[src/rtl/cacheline_arbiter.sv]
// Purpose: shares one physical-memory cacheline port between the I-cache (read-only) and the D-cache (read/write).
// Latency: strobe one cycle after a request is seen in IDLE; resp one cycle after pmem_resp; next grant one cycle later.
// Backpressure: requests are levels held until resp; one transaction in flight; BUSY waits on pmem_resp indefinitely.
module cacheline_arbiter #(
    parameter int ADDR_W      = 32,
    parameter int LINE_W      = 256,
    parameter int FIXED_DPRIO = 0
) (
    input  logic              clk,
    input  logic              rst,
    input  logic              i_read,
    input  logic [ADDR_W-1:0] i_address,
    output logic [LINE_W-1:0] i_rdata,
    output logic              i_resp,
    input  logic              d_read,
    input  logic              d_write,
    input  logic [ADDR_W-1:0] d_address,
    input  logic [LINE_W-1:0] d_wdata,
    output logic [LINE_W-1:0] d_rdata,
    output logic              d_resp,
    output logic              pmem_read,
    output logic              pmem_write,
    output logic [ADDR_W-1:0] pmem_address,
    output logic [LINE_W-1:0] pmem_wdata,
    input  logic [LINE_W-1:0] pmem_rdata,
    input  logic              pmem_resp
);

    typedef enum logic [1:0] {IDLE, BUSY, RESP} state_t;

    state_t state;
    logic   last_grant;   // 1 = data cache was granted last
    logic   owner;        // 1 = data cache owns the transaction
    logic   op_write;
    logic   i_pend;
    logic   d_pend;
    logic   grant_d;

    // Pick the winner among pending requesters; round-robin toggles against last_grant on ties.
    always_comb begin
        i_pend = i_read;
        d_pend = d_read | d_write;
        if (i_pend && d_pend) begin
            grant_d = (FIXED_DPRIO != 0) ? 1'b1 : ~last_grant;
        end else begin
            grant_d = d_pend;
        end
    end

    // Transaction FSM: grant and latch in IDLE, hold strobes in BUSY, pulse the owner's resp in RESP.
    always_ff @(posedge clk or posedge rst) begin
        if (rst) begin
            state        <= IDLE;
            last_grant   <= 1'b1;
            owner        <= 1'b0;
            op_write     <= 1'b0;
            pmem_read    <= 1'b0;
            pmem_write   <= 1'b0;
            pmem_address <= '0;
            pmem_wdata   <= '0;
            i_rdata      <= '0;
            d_rdata      <= '0;
            i_resp       <= 1'b0;
            d_resp       <= 1'b0;
        end else begin
            case (state)
                IDLE: begin
                    i_resp <= 1'b0;
                    d_resp <= 1'b0;
                    if (i_pend || d_pend) begin
                        owner        <= grant_d;
                        last_grant   <= grant_d;
                        op_write     <= grant_d & d_write;
                        pmem_address <= grant_d ? d_address : i_address;
                        if (grant_d && d_write) begin
                            pmem_wdata <= d_wdata;
                        end
                        // d_write wins over d_read when both are raised
                        pmem_read    <= ~(grant_d & d_write);
                        pmem_write   <= grant_d & d_write;
                        state        <= BUSY;
                    end
                end
                BUSY: begin
                    if (pmem_resp) begin
                        pmem_read  <= 1'b0;
                        pmem_write <= 1'b0;
                        if (!op_write) begin
                            if (owner) begin
                                d_rdata <= pmem_rdata;
                            end else begin
                                i_rdata <= pmem_rdata;
                            end
                        end
                        i_resp <= ~owner;
                        d_resp <= owner;
                        state  <= RESP;
                    end
                end
                RESP: begin
                    i_resp <= 1'b0;
                    d_resp <= 1'b0;
                    state  <= IDLE;
                end
                default: begin
                    state <= IDLE;
                end
            endcase
        end
    end

endmodule
[config.mk]
export PLATFORM = sky130hd
export DESIGN_NAME = cacheline_arbiter
export DESIGN_NICKNAME = d
export VERILOG_FILES = /design/src/rtl/cacheline_arbiter.sv
export SDC_FILE = /design/constraint.sdc
export NUM_CORES = 1
export LEC_CHECK = 0
export CORE_AREA = 3 3 540 542
export DETAILED_ROUTE_END_ITERATION = 12
export DIE_AREA = 0 0 543 545
export SLEW_MARGIN = 20
export SYNTH_ARGS = -nofsm -noshare
export SYNTH_HDL_FRONTEND = slang
export SYNTH_SLANG_ARGS = --single-unit
[constraint.sdc]
create_clock -name clk -period 47.9 [get_ports clk]
set_input_delay 14.37 -clock clk [delete_from_list [all_inputs] [get_ports clk]]
set_output_delay 14.37 -clock clk [all_outputs]
set_load 0.02 [all_outputs]
==> flow_metrics.py <==
metrics = {
    "critical_path": {
        "crit_required_ps": 48600,
        "cp.arrival_ps": 18940,
        "crit_buf_inv": 4,
        "critical_path.max_stage_delay_ps": 830,
        "end_kind": "flip-flop",
        "crit_cells": 7,
        "r2r.worst_path.cells": 6,
        "cp-start-kind": "input pin",
        "path_cells": "clkdlybuf4s50_1 -> nand2_1 -> and3_4 -> buf_4 -> buf_4 -> buf_4 -> mux2_2",
        "critPathKind": "in -> reg",
        "cpMostUsedCell": "buf_4",
        "slowest_stage": "buf_4",
        "critPathMaxFanout": 70,
        "path_delay_family": "buffers and inverters",
    },
    "layout": {
        "nFillCells": 30900,
        "nNetsFinal": 3765,
        "design_area_sq_um": 53100,
        "area_growth_pct": 69.4,
        "drive_gt1_frac": 0.318,
        "fin_util": 0.185,
    },
    "timing": {
        "slew_headroom": 0.286,
        "rsz0062_at_grt": "no",
        "clock_skew_ps": 60.3,
        "finalCritPeriodShare": 0.381,
        "period_minus_slack_ps": 18240,
        "fmax_mhz": 54.8,
        "worst_slack_ps": 29660,
        "finalSetupViolCount": 0,
        "final-hold-violation-count": 0,
        "maxSlewViolCount": 0,
        "worst_pin_slew_ps": 1070,
        "tns_ps": 0,
    },
    "logic_synthesis": {
        "synth-seq-cells": 809,
        "synth_top_area_share": 0.645,
        "synth_nets": 2342,
        "yosysUniqueCellTypes": 26,
        "synthCells": 1760,
        "netlist_area_sq_um": 31400,
        "synth_area_per_cell_sq_um": 17.8,
        "synth_area_leaders": "dfrtp_1, mux2_2, mux2_4",
        "synth_top_cell_by_area": "dfrtp_1",
        "ys_seq_area_frac": 0.645,
        "synth_warnings": 0,
    },
    "pwr": {
        "swShare": 0.394,
        "cellPowerDensity_nw_per_um2": 78.9,
        "net-switching-power_mw": 1.65,
        "ir_worst_vdd_uv": 39.3,
        "p_int_mw": 2.54,
        "finalPower_mw": 4.19,
        "leakage_nw": 21.5,
        "clock_power_share": 0.196,
        "seqPwrFrac": 0.300,
        "power_frac_comb": 0.505,
    },
    "global_route": {
        "track_usage": 0.131,
        "met3_usage": 0.0908,
        "met1_usage": 0.146,
        "grt_pass1_vias": 23500,
        "grt.busiest_layer": "met2",
        "grtUsageMet2": 0.198,
        "antenna_found_initial": 152,
        "grt_max_degree": 96,
        "grt_pass1_wl_mm": 255,
        "grt_remaining_overflow": 0,
    },
    "cts": {
        "clockBufferDepth": 4,
        "holdBufCountCts": 0,
        "clkTransAtPathRegs_ps": 60,
        "cts_sinks": 809,
        "cts-buffers-inserted": 102,
        "clockRootBuffer": "clkbuf_16",
        "cts_tree": "built",
        "clock_latency_ps": 830,
        "htree_levels": 3,
        "post_cts.resized_instances": 0,
        "post-cts-setup-buffer-count": 0,
    },
    "detailed_routing": {
        "ant_nets": 0,
        "wire_per_inst_um": 28.8,
        "via_count": 22300,
        "drtIter0Drc": 1246,
        "routed_wl_mm": 204,
        "drc": 0,
        "drt_first_pass_iters": 5,
        "viasPerCell": 3.16,
    },
    "die": {
        "rows": 197,
        "initial_core_util": 0.109,
        "die_w_um": 543,
        "coreArea_sq_um": 287000,
        "die-area_sq_um": 296000,
        "ios": 1386,
        "die_y_um": 545,
    },
    "run": {
        "cap_violations": 0,
    },
    "placement": {
        "gp_congestion": 0.897,
        "placed_cell_area_sq_um": 49600,
        "pre_cts_ws_ps": 28910,
        "port_buffers": 1385,
        "hpwlAfterDp_mm": 173,
    },
    "status": {
        "status": "finished clean",
    },
    "min_path": {
        "min_path_cells": 2,
        "holdCritPathClass": "reg -> reg",
    },
}
==> cells by family after synthesis <==
family          count (synthesis)  share of synthesized area
simple gates                   11                    0.00251
flops                         809                      0.645
buf+inv                        97                     0.0218
mux                           836                      0.329
compound gates                  7                    0.00164
==> power groups by stage <==
stage               clock (mW)  sequential [mW]  combinational [mW]
global route             0.874             1.30                2.21
floorplan                    0             1.64               0.548
global placement             0             1.25                2.14
detailed placement           0             1.26                2.15
CTS                      0.850             1.26                2.16
finish                   0.820             1.26                2.11
==> worst reg2reg max path, stage by stage (launching register included) <==
cell and delay [ps]:
dfrtp_1 430, nor2_1 250, and3_4 740, buf_4 900, buf_4 880, buf_4 930
mux2_2 510
==> layer usage <==
metal,vias to the layer above,part of all wire
met5,-,0.0042
met4,100,0.038
met3,425,0.16
met2,1412,0.43
met1,11200,0.37
li1,9143,-
==> through the flow <==
| stage | cells | hold WS, ps |
|---|---|---|
| after floorplan | 1760 | 452 |
| after global placement | 6860 | 485 |
| after detailed placement | 6860 | 491 |
| after CTS | 7038 | 499 |
| after global routing | 7045 | 514 |
| final | 7064 | 495 |
==> registers in the layout, indices dropped and copies added, names as in the netlist, 2 cells and up <==
register      count
pmem_wdata      256
d_rdata         256
i_rdata         256
state             2
pmem_address     32
==> layout by cell type (no fill, tap or decap), types with 3 or more instances in the layout <==
cell type           n
mux2_4            240
mux2i_1             4
inv_1               3
mux2_2            592
inv_6               7
clkbuf_8           19
bufinv_16          12
dfrtp_1           808
inv_16              3
buf_4              26
diode_2            26
clkdlybuf4s50_1  1385
clkinv_2           16
inv_8               3
clkbuf_1           11
clkbuf_16         102
==> path summary, 6_finish.rpt <==
check	slack, ps	endpoint	start
max	29660	pmem_wdata[10]	i_read
max reg2reg	43190	pmem_wdata[10]	state[0]
min in group asynchronous	14080	pmem_wdata[199]	rst
min	490	last_grant	last_grant
min reg2reg	490	last_grant	last_grant
max in group asynchronous	30190	d_rdata[21]	rst
==> synth_stat cells <==
library cell / count
a21o_1: 1
a21oi_1: 1
a31o_2: 1
and3_1: 1
buf_1: 1
buf_2: 63
buf_6: 17
buf_8: 10
clkbuf_1: 2
dfrtp_1: 808
dfstp_2: 1
inv_1: 4
mux2_2: 592
mux2_4: 240
mux2i_1: 4
nand2_1: 2
nand2b_1: 2
nand3b_4: 1
nor2_1: 1
nor2b_1: 2
nor3_2: 1
o21ai_0: 1
o2bb2ai_1: 1
o31a_1: 1
o31ai_1: 1
or3_1: 1
==> final cells by class <==
class	count	area (sq um)	area share
Sequential cell	809	20200	0.381
Timing Repair Buffer	1412	14100	0.265
Tap cell	3781	4730	0.0890
Antenna cell	26	65.1	0.00122
Clock inverter	46	663	0.0125
Inverter	4	22.5	0.000424
Clock buffer	132	2860	0.0537
Multi-Input combinational cell	854	10500	0.197
No activity file was read; power rests on OpenSTA's default activity.
